==> config.mk <==
export PLATFORM = sky130hd
export DESIGN_NAME = dffram_2r1w_ctrl
export DESIGN_NICKNAME = d
export VERILOG_FILES = /design/src/rtl/dffram_2r1w_ctrl.sv
export SDC_FILE = /design/constraint.sdc
export NUM_CORES = 1
export LEC_CHECK = 0
export CORE_MARGIN = 3
export CORE_UTILIZATION = 33
export CTS_CLUSTER_SIZE = 28
export DETAILED_ROUTE_END_ITERATION = 6
export GPL_ROUTABILITY_DRIVEN = 1
export HOLD_SLACK_MARGIN = 0.02
export PLACE_DENSITY = 0.86
export SLEW_MARGIN = 5
export SYNTH_ARGS = -nofsm -noshare
export SYNTH_HDL_FRONTEND = slang
export SYNTH_SLANG_ARGS = --single-unit
==> constraint.sdc <==
create_clock -name CLK -period 2.6 [get_ports CLK]
set_clock_uncertainty 0.15 [all_clocks]
set_input_delay 0.52 -clock CLK [delete_from_list [all_inputs] [get_ports CLK]]
set_output_delay 0.52 -clock CLK [all_outputs]
set_load 0.05 [all_outputs]
==> src/rtl/dffram_2r1w_ctrl.sv <==
// dffram_2r1w_ctrl: client-side controller for a 256x16 2R1W DFFRAM macro.
// Port 0 is shared between the write channel and read channel A.
// Port 1 serves read channel B only.
// Read responses have one-cycle latency and are held under back-pressure.
// Optional feature macro: DFFRAM_CTRL_BYPASS_EN. When defined, a same-cycle
// write and read B to the same address forward the written byte lanes into
// the read-B response.
module dffram_2r1w_ctrl #(
  parameter int AW    = 8,
  parameter int DW    = 16,
  parameter int WSIZE = 2
) (
  input  logic             CLK,
  input  logic             RST_N,
  input  logic             wr_valid,
  output logic             wr_ready,
  input  logic [AW-1:0]    wr_addr,
  input  logic [DW-1:0]    wr_data,
  input  logic [WSIZE-1:0] wr_be,
  input  logic             rda_valid,
  output logic             rda_ready,
  input  logic [AW-1:0]    rda_addr,
  output logic             rda_rvalid,
  input  logic             rda_rready,
  output logic [DW-1:0]    rda_rdata,
  input  logic             rdb_valid,
  output logic             rdb_ready,
  input  logic [AW-1:0]    rdb_addr,
  output logic             rdb_rvalid,
  input  logic             rdb_rready,
  output logic [DW-1:0]    rdb_rdata,
  output logic             ram_EN0,
  output logic             ram_EN1,
  output logic [WSIZE-1:0] ram_WE0,
  output logic [AW-1:0]    ram_A0,
  output logic [AW-1:0]    ram_A1,
  output logic [DW-1:0]    ram_Di0,
  input  logic [DW-1:0]    ram_Do0,
  input  logic [DW-1:0]    ram_Do1
);

  logic          pri_reg;
  logic          a_rvalid_reg, a_first_reg;
  logic [DW-1:0] a_hold_reg;
  logic          b_rvalid_reg, b_first_reg;
  logic [DW-1:0] b_hold_reg;
  logic [DW-1:0] b_fresh;
  logic          a_req, contend;
  logic          grant_w, grant_a, grant_b;

  // Arbitration: eligibility from response-slot state, port 0 settled by pri.
  // Everything is forced idle while reset is asserted.
  always_comb begin
    a_req   = rda_valid && (!a_rvalid_reg || rda_rready);
    contend = wr_valid && a_req;
    grant_w = 1'b0;
    grant_a = 1'b0;
    grant_b = 1'b0;
    if (RST_N) begin
      grant_w = wr_valid && (!a_req || !pri_reg);
      grant_a = a_req && (!wr_valid || pri_reg);
      grant_b = rdb_valid && (!b_rvalid_reg || rdb_rready);
    end
  end

  assign wr_ready  = grant_w;
  assign rda_ready = grant_a;
  assign rdb_ready = grant_b;

  // Macro port drive: granted request fields, zeros otherwise.
  always_comb begin
    ram_EN0 = 1'b0;
    ram_WE0 = '0;
    ram_A0  = '0;
    ram_Di0 = '0;
    ram_EN1 = grant_b;
    ram_A1  = grant_b ? rdb_addr : '0;
    if (grant_w) begin
      ram_EN0 = 1'b1;
      ram_WE0 = wr_be;
      ram_A0  = wr_addr;
      ram_Di0 = wr_data;
    end else if (grant_a) begin
      ram_EN0 = 1'b1;
      ram_A0  = rda_addr;
    end
  end

  // Priority flag flips after every contended grant so the loser wins next.
  always_ff @(posedge CLK or negedge RST_N) begin
    if (!RST_N) begin
      pri_reg <= 1'b0;
    end else if (contend) begin
      pri_reg <= !pri_reg;
    end
  end

  // Read-A response slot: first cycle passes ram_Do0 through, then holds.
  always_ff @(posedge CLK or negedge RST_N) begin
    if (!RST_N) begin
      a_rvalid_reg <= 1'b0;
      a_first_reg  <= 1'b0;
      a_hold_reg   <= '0;
    end else begin
      if (grant_a) begin
        a_rvalid_reg <= 1'b1;
        a_first_reg  <= 1'b1;
      end else begin
        a_first_reg <= 1'b0;
        if (rda_rready) a_rvalid_reg <= 1'b0;
      end
      if (a_first_reg) a_hold_reg <= ram_Do0;
    end
  end

  assign rda_rvalid = a_rvalid_reg;
  assign rda_rdata  = a_first_reg ? ram_Do0 : a_hold_reg;

`ifdef DFFRAM_CTRL_BYPASS_EN
  logic [WSIZE-1:0] byp_mask_reg;
  logic [DW-1:0]    byp_data_reg;

  // Capture forwarding lanes when a write and read B hit the same word.
  always_ff @(posedge CLK or negedge RST_N) begin
    if (!RST_N) begin
      byp_mask_reg <= '0;
      byp_data_reg <= '0;
    end else if (grant_b) begin
      byp_mask_reg <= (grant_w && (wr_addr == rdb_addr)) ? wr_be : '0;
      byp_data_reg <= wr_data;
    end
  end

  for (genvar gi = 0; gi < WSIZE; gi++) begin : g_merge
    assign b_fresh[gi*8 +: 8] = byp_mask_reg[gi] ? byp_data_reg[gi*8 +: 8]
                                                 : ram_Do1[gi*8 +: 8];
  end
`else
  assign b_fresh = ram_Do1;
`endif

  // Read-B response slot: same scheme as A, sourced from the (merged) port 1.
  always_ff @(posedge CLK or negedge RST_N) begin
    if (!RST_N) begin
      b_rvalid_reg <= 1'b0;
      b_first_reg  <= 1'b0;
      b_hold_reg   <= '0;
    end else begin
      if (grant_b) begin
        b_rvalid_reg <= 1'b1;
        b_first_reg  <= 1'b1;
      end else begin
        b_first_reg <= 1'b0;
        if (rdb_rready) b_rvalid_reg <= 1'b0;
      end
      if (b_first_reg) b_hold_reg <= b_fresh;
    end
  end

  assign rdb_rvalid = b_rvalid_reg;
  assign rdb_rdata  = b_first_reg ? b_fresh : b_hold_reg;

endmodule

After elaboration in Yosys (flattened, before gate mapping) --
Cells that the tools add are included.
Operators by class: multiplexer cells 17, reductions and logical operators 16
Operators with widths (number):
- 16-bit two-way mux | 3
- 8-bit two-way mux | 3
- 1-bit two-way mux | 10
- 1-bit logical AND | 5
- 1-bit zero test | 5
- 1-bit logical OR | 4
- 2-bit nonzero test | 2
- 2-bit two-way mux | 1
Storage, ports and cells: register bits after elaboration 37, input bits 81, output and inout port bits 73, logic and storage cells 40

Logic depth before layout (Yosys ltp) --
Gate-level depths: netlist (run 1).
depth after elaboration 8, depth in mapped cells 4, depth with buffers taken out 4

Worst setup path before layout (run 1) --
Ideal clock, no wire load.
path type flip-flop to output port, start point register b_rvalid_reg, in the netlist rdb_rvalid, end point output port ram_A1[0], arrival 2227 ps, data required time 1930 ps, slack -297 ps, cell stages (with the launch flop) 3, buffers on the path 0, path through dfrtp_1 -> a21oi_1 -> and2_1
Between the ends: cells in the longest elaborated chain, start to end 5
RTL lines:
- start: declaration | RTL line 45 | logic b_rvalid_reg, b_first_reg;
- start signal: assignment | RTL line 145 | b_rvalid_reg <= 1'b0;
- start signal: assignment | RTL line 150 | b_rvalid_reg <= 1'b1;
- start signal: assignment | RTL line 154 | if (rdb_rready) b_rvalid_reg <= 1'b0;
- 1-bit zero test | RTL line 62 | grant_b = rdb_valid && (!b_rvalid_reg || rdb_rready);
- 1-bit logical OR | RTL line 62
- 1-bit logical AND | RTL line 62
- 1-bit two-way mux | RTL line 59 | if (RST_N) begin
- named net ram_EN1 | RTL line 33 | output logic ram_EN1,
- 8-bit two-way mux | RTL line 77 | ram_A1 = grant_b ? rdb_addr : '0;
- end: declaration | RTL line 36 | output logic [AW-1:0] ram_A1,
The timed path passes the listed nets, and every way through them passes these cells.

Worst setup path after layout (run 1) --
start point input port wr_valid, end point output port ram_Di0[15]
Between the ends: cells in the longest elaborated chain, start to end 3
RTL lines:
- start: declaration | RTL line 15 | input logic wr_valid,
- 1-bit logical AND | RTL line 60 | grant_w = wr_valid && (!a_req || !pri_reg);
- 1-bit two-way mux | RTL line 59
- 16-bit two-way mux | RTL line 78 | if (grant_w) begin
- end: declaration | RTL line 37 | output logic [DW-1:0] ram_Di0,
No other way between the ends.

==> flow_summary.json, run 1 <==
{
  "drt_iter0_markers": 24,
  "yosysMostFrequentCell": "dfrtp_1",
  "drtAntennaViolNets": 0,
  "ys_seq_area_frac": 0.548,
  "drt-total-wl_um": 6570,
  "cts_buffer_depth": 2,
  "clkLatencyLatePin_ps": 280,
  "num_rows": 25,
  "min_path_type": "in -> async",
  "ff2ff_path_depth": 1,
  "ys_top_cells_by_area": "dfrtp_1, mux2_2, and2_1",
  "start_util": 0.349,
  "vias": 1661,
  "cpPeakStageDelay_ps": 520,
  "placed_cells_incl_taps": 345,
  "cts_buffers": 5,
  "ir_worst_vdd_uv": 761,
  "synth_cell_types": 19,
  "dr_wl_met2_um": 3740,
  "relSlewSlack": 0.571,
  "die_h_um": 77.6,
  "reg2reg_setup_slack_ps": 1110,
  "cp-start-kind": "input port",
  "top_layer": "met4",
  "cp_top_family": "buffers and inverters",
  "outcome": "finished clean",
  "pin_count": 154,
  "htreeDepth": 2,
  "worstPathRequired_ps": 1930,
  "ys.flop_type": "dfrtp_1",
  "antenna_found_initial": 1,
  "fin_crit_sh": 0.984,
  "tightest_slew_ps": 644,
  "async_flop_share": 1.00,
  "die_w_um": 77.6,
  "drv_slew": 0,
  "crit_fanout": 14,
  "clk_pin_slew_ps": 80,
  "dp_hpwl_um": 5200,
  "cts_root_buf": "clkbuf_8",
  "syn_nets": 206,
  "vias_per_cell": 4.68,
  "synthCells": 125,
  "synthTopCellsByCount": "dfrtp_1, mux2_2, and2_1",
  "yosys.area.top_type_share": 0.548,
  "cts.sinks": 37,
  "avgRoutedWirePerCell_um": 18.5,
  "cts_tree": "done",
  "crit_buf_inv": 3,
  "wl_met1_um": 2190,
  "grt_pass1_vias": 1910,
  "drive_above_1_share": 0.488,
  "grt.total_usage": 0.205,
  "ys_warn_count": 0,
  "powerDensity_nw_per_um2": 790,
  "syn_avg_cell_area_sq_um": 13.5,
  "route.met3.wl_um": 477,
  "netlist_area_sq_um": 1690,
  "first_pass_iters": 4,
  "final_cells": 355,
  "dieArea_sq_um": 6020,
  "gp_congestion": 0.745,
  "finish.net_count": 367,
  "areaGrowthSynthToFinish_pct": 146,
  "hold_violations": 0,
  "synth-edff-count": 0,
  "grt_max_degree": 19,
  "synth_seq_cells": 37,
  "yosys.area.top_type": "dfrtp_1",
  "end_kind": "primary output",
  "maxClockFrequency_mhz": 391,
  "setup_viol": 0,
  "critPathArrivalTime_ps": 1890,
  "grt_overflow": 0,
  "fp.coreArea_sq_um": 4850,
  "r2r_end": "b_hold_reg[1]$_DFF_PN0_",
  "fin_total_pwr_w": 0.00328,
  "drc": 0,
  "slowest_stage": "clkdlybuf4s50_1",
  "leakage_nw": 1.77,
  "io_buffer_count": 153,
  "fin_crit_ps": 2560,
  "cp_cell_sequence": "clkdlybuf4s50_1 -> nand2_1 -> a31oi_4 -> buf_6 -> and2_1 -> buf_12",
  "r2r_start": "b_first_reg$_DFF_PN0_",
  "grt_pass1_wl_um": 9490,
  "cap_violations": 0,
  "worstSetupPathType": "in -> out"
}
==> metal layers <==
| layer | GRT usage | vias up |
|---|---|---|
| met4 | 0.0943 | 0 |
| met1 | 0.203 | 811 |
| met5 | 0 | - |
| met3 | 0.0742 | 14 |
| met2 | 0.377 | 93 |
| li1 | - | 743 |
==> layout make-up <==
type	instances	area, sq um
Multi-Input combinational cell	78	707
Clock inverter	1	5.00
Fill cell	225	698
Sequential cell	37	926
Tap cell	67	83.8
Inverter	3	13.8
Antenna cell	1	2.50
Timing Repair Buffer	161	2320
Clock buffer	7	96.3
==> stage by stage <==
stage	cell area (sq um)	setup TNS, ps	utilization	worst slack (ps)	hold slack [ps]
finish	4150	0	0.856	41.3	126
global route	4150	-6.31	0.856	-5.56	138
CTS	4140	0	0.854	29.7	117
detailed placement	4030	0	0.831	24.5	244
global placement	4030	0	0.831	109	238
floorplan	1690	0	-	139	74.4
==> report_power, final <==
group / internal [W] / switching [W]
registers: 0.000727 / 0.0000597
logic: 0.000995 / 0.00106
clock network: 0.000240 / 0.000198
==> worst max path at each step <==
stage	start	to	slack [ps]	depth (start not counted)
6_report	wr_valid	ram_Di0[15]	40	6
5_1_grt	rda_rready	ram_A0[6]	-6	6
4_1_cts	wr_valid	ram_Di0[15]	30	6
3_5_place_dp	wr_valid	ram_Di0[15]	20	6
3_3_place_gp	wr_valid	ram_Di0[15]	110	6
2_1_floorplan	rdb_rvalid$_DFFE_PN0P_	ram_A1[0]	140	2
==> cells by family (layout without fill, tap and decap cells) <==
family          count (synthesis)  after routing  share of synthesized area
compound gates                 11             11                     0.0659
xor+xnor                        1              1                    0.00518
flops                          37             37                      0.548
mux                            32             32                      0.213
simple gates                   34             34                      0.132
other cells                     0              1                          0
buf+inv                        10            172                     0.0363
==> cells in the final DEF (no fill, tap or decap), types with 2 or more instances in the layout <==
| cell type | Yosys | layout |
|---|---|---|
| clkbuf_8 | 0 | 7 |
| nand2b_1 | 2 | 2 |
| buf_12 | 0 | 72 |
| inv_1 | 2 | 2 |
| mux2_2 | 32 | 32 |
| buf_4 | 1 | 5 |
| and2_1 | 17 | 17 |
| a22o_2 | 8 | 8 |
| clkdlybuf4s50_1 | 0 | 81 |
| and2_2 | 9 | 9 |
| dfrtp_1 | 37 | 37 |
| nand2_1 | 3 | 3 |
==> timing repair <==
action / 4_1_cts / 5_1_grt
buffers inserted: 0 / 0
endpoints found under the setup margin: 0 / 10
endpoints found under the hold margin: 6 / 0
gates resized for setup: 0 / 2
hold buffers: 1 / 0
(Power assumes the default switching activity.)
==> run 2: changes to the inputs <==
--- a/config.mk
+++ b/config.mk
@@ -10,6 +10,7 @@
 export CTS_CLUSTER_SIZE = 28
 export DETAILED_ROUTE_END_ITERATION = 6
 export GPL_ROUTABILITY_DRIVEN = 1
+export GPL_TIMING_DRIVEN = 0
 export HOLD_SLACK_MARGIN = 0.02
 export PLACE_DENSITY = 0.86
 export SLEW_MARGIN = 5
==> flow_summary.json, run 2 (synthesis gave the netlist of run 1 again) <==
{
  "outcome": "finished clean",
  "cts_root_buf": "clkbuf_8",
  "dieArea_sq_um": 6020,
  "leakage_nw": 1.61,
  "end_kind": "primary output",
  "worst_slack_ps": 92.1,
  "cap_violations": 0,
  "drc": 0,
  "cts.sinks": 37,
  "min_path_type": "reg -> reg",
  "die_h_um": 77.6,
  "io_buffer_count": 153,
  "grt_overflow": 0,
  "fin_crit_ps": 2510,
  "crit_fanout": 11,
  "setup_viol": 0,
  "areaGrowthSynthToFinish_pct": 105,
  "htreeDepth": 2,
  "diodes": 0,
  "combPwrFrac": 0.525,
  "drt-total-wl_um": 5420,
  "cts_tree": "done",
  "critPathArrivalTime_ps": 1840,
  "clk_pin_slew_ps": 70,
  "grt.total_usage": 0.184,
  "tightest_slew_ps": 927,
  "dp_hpwl_um": 4330,
  "layout_common_cells": "clkdlybuf4s50_1, dfrtp_1, mux2_2",
  "grt_pass1_vias": 1818,
  "fin_crit_sh": 0.965,
  "drt_iter0_markers": 24,
  "vias_per_cell": 4.46,
  "num_rows": 25,
  "layout_commonest_cell": "clkdlybuf4s50_1",
  "start_util": 0.349,
  "gp_congestion": 0.689,
  "internal_power_w": 0.00153,
  "cp-start-kind": "input port",
  "avgRoutedWirePerCell_um": 15.1,
  "cts_buffers": 5,
  "switching_share": 0.436,
  "finish.net_count": 373,
  "first_pass_iters": 4,
  "nFillCells": 362,
  "cts_buffer_depth": 2,
  "final_util": 0.715,
  "fp.coreArea_sq_um": 4850,
  "maxClockFrequency_mhz": 399,
  "grt_pass1_wl_um": 8760,
  "drv_slew": 0,
  "worstSetupPathType": "in -> out",
  "drive_above_1_share": 0.403,
  "hold_violations": 0,
  "clkLatencyLatePin_ps": 280,
  "pwr-share-seq": 0.287,
  "drtAntennaViolNets": 0,
  "vias": 1604,
  "pin_count": 154,
  "worstPathRequired_ps": 1930,
  "ir_worst_vdd_uv": 415,
  "p_switching_w": 0.00118,
  "relSlewSlack": 0.380,
  "grt_max_degree": 22,
  "fin_total_pwr_w": 0.00271,
  "antenna_found_initial": 0,
  "finalHoldWorstSlack_ps": 345,
  "dp_slack_ps": -822,
  "powerDensity_nw_per_um2": 782,
  "die_w_um": 77.6,
  "power.share.clock": 0.187
}
run 2: changes by cell type in the layout (fill, tap and decap cells not counted), moves of 3 or more:
cell	change
clkdlybuf4s50_1	-3
buf_2	+11
buf_8	+3
buf_4	+14
dlygate4sd2_1	+26
buf_12	-71
clkbuf_2	+4
clkdlybuf4s15_2	+9
dlymetal6s2s_1	+5
run 2: what timing repair did:
item                       CTS  global route
cloned                       0             2
hold buffers                 2             0
setup buffers                1             1
gates resized for setup    223            26
setup endpoints to repair   69            60
pin swaps                    0             1
hold endpoints to repair    16             0
run 2: layout make-up:
| class | instances | area (sq um) | share of cell area |
|---|---|---|---|
| clock inverters | 1 | 30.0 | 0.00867 |
| multi-input cells | 78 | 722 | 0.208 |
| clock buffers | 7 | 86.3 | 0.0249 |
| well taps | 67 | 83.8 | 0.0242 |
| repair buffers | 160 | 1550 | 0.446 |
| inverters | 3 | 11.3 | 0.00325 |
| flip-flops and latches | 37 | 926 | 0.267 |
| plain buffers | 7 | 58.8 | 0.0170 |
run 2: power by group through the flow:
stage / Clock, W / Combinational, W / Sequential [W]
finish: 0.000508 / 0.00142 / 0.000778
floorplan: 0 / 0.000968 / 0.000789
global placement: 0 / 0.00151 / 0.000779
CTS: 0.000520 / 0.00142 / 0.000781
detailed placement: 0 / 0.00153 / 0.000791
global route: 0.000543 / 0.00149 / 0.000798
run 2: critical path, cell delays in order:
cell,delay (ps)
clkdlybuf4s50_1,460
nand2_1,90
a21oi_4,220
clkdlybuf4s15_1,540
run 2: worst paths after layout:
| kind | startpoint | endpoint | slack [ps] | depth (start not counted) |
|---|---|---|---|---|
| min | a_hold_reg[4]$_DFF_PN0_ | a_hold_reg[4]$_DFF_PN0_ | 340 | 1 |
| min reg2reg | a_hold_reg[4]$_DFF_PN0_ | a_hold_reg[4]$_DFF_PN0_ | 340 | 1 |
| max | rdb_valid | ram_EN1 | 90 | 4 |
| max in group asynchronous | RST_N | a_hold_reg[1]$_DFF_PN0_ | 830 | 3 |
| max reg2reg | a_first_reg$_DFF_PN0_ | a_hold_reg[5]$_DFF_PN0_ | 1200 | 3 |
| min in group asynchronous | RST_N | b_hold_reg[3]$_DFF_PN0_ | 730 | 2 |
run 2: through the flow:
stage               setup TNS, ps  cells  area, sq um
global route                -6.15    360         3460
floorplan                       0    125         1690
global placement           -85620    345         3310
detailed placement         -26590    346         3330
finish                          0    360         3460
CTS                             0    357         3380
run 2: routing by layer:
metal | track usage | share of wire
met5 | 0 | 0
met4 | 0.0658 | 0.022
met3 | 0.0534 | 0.067
met2 | 0.339 | 0.52
met1 | 0.199 | 0.39
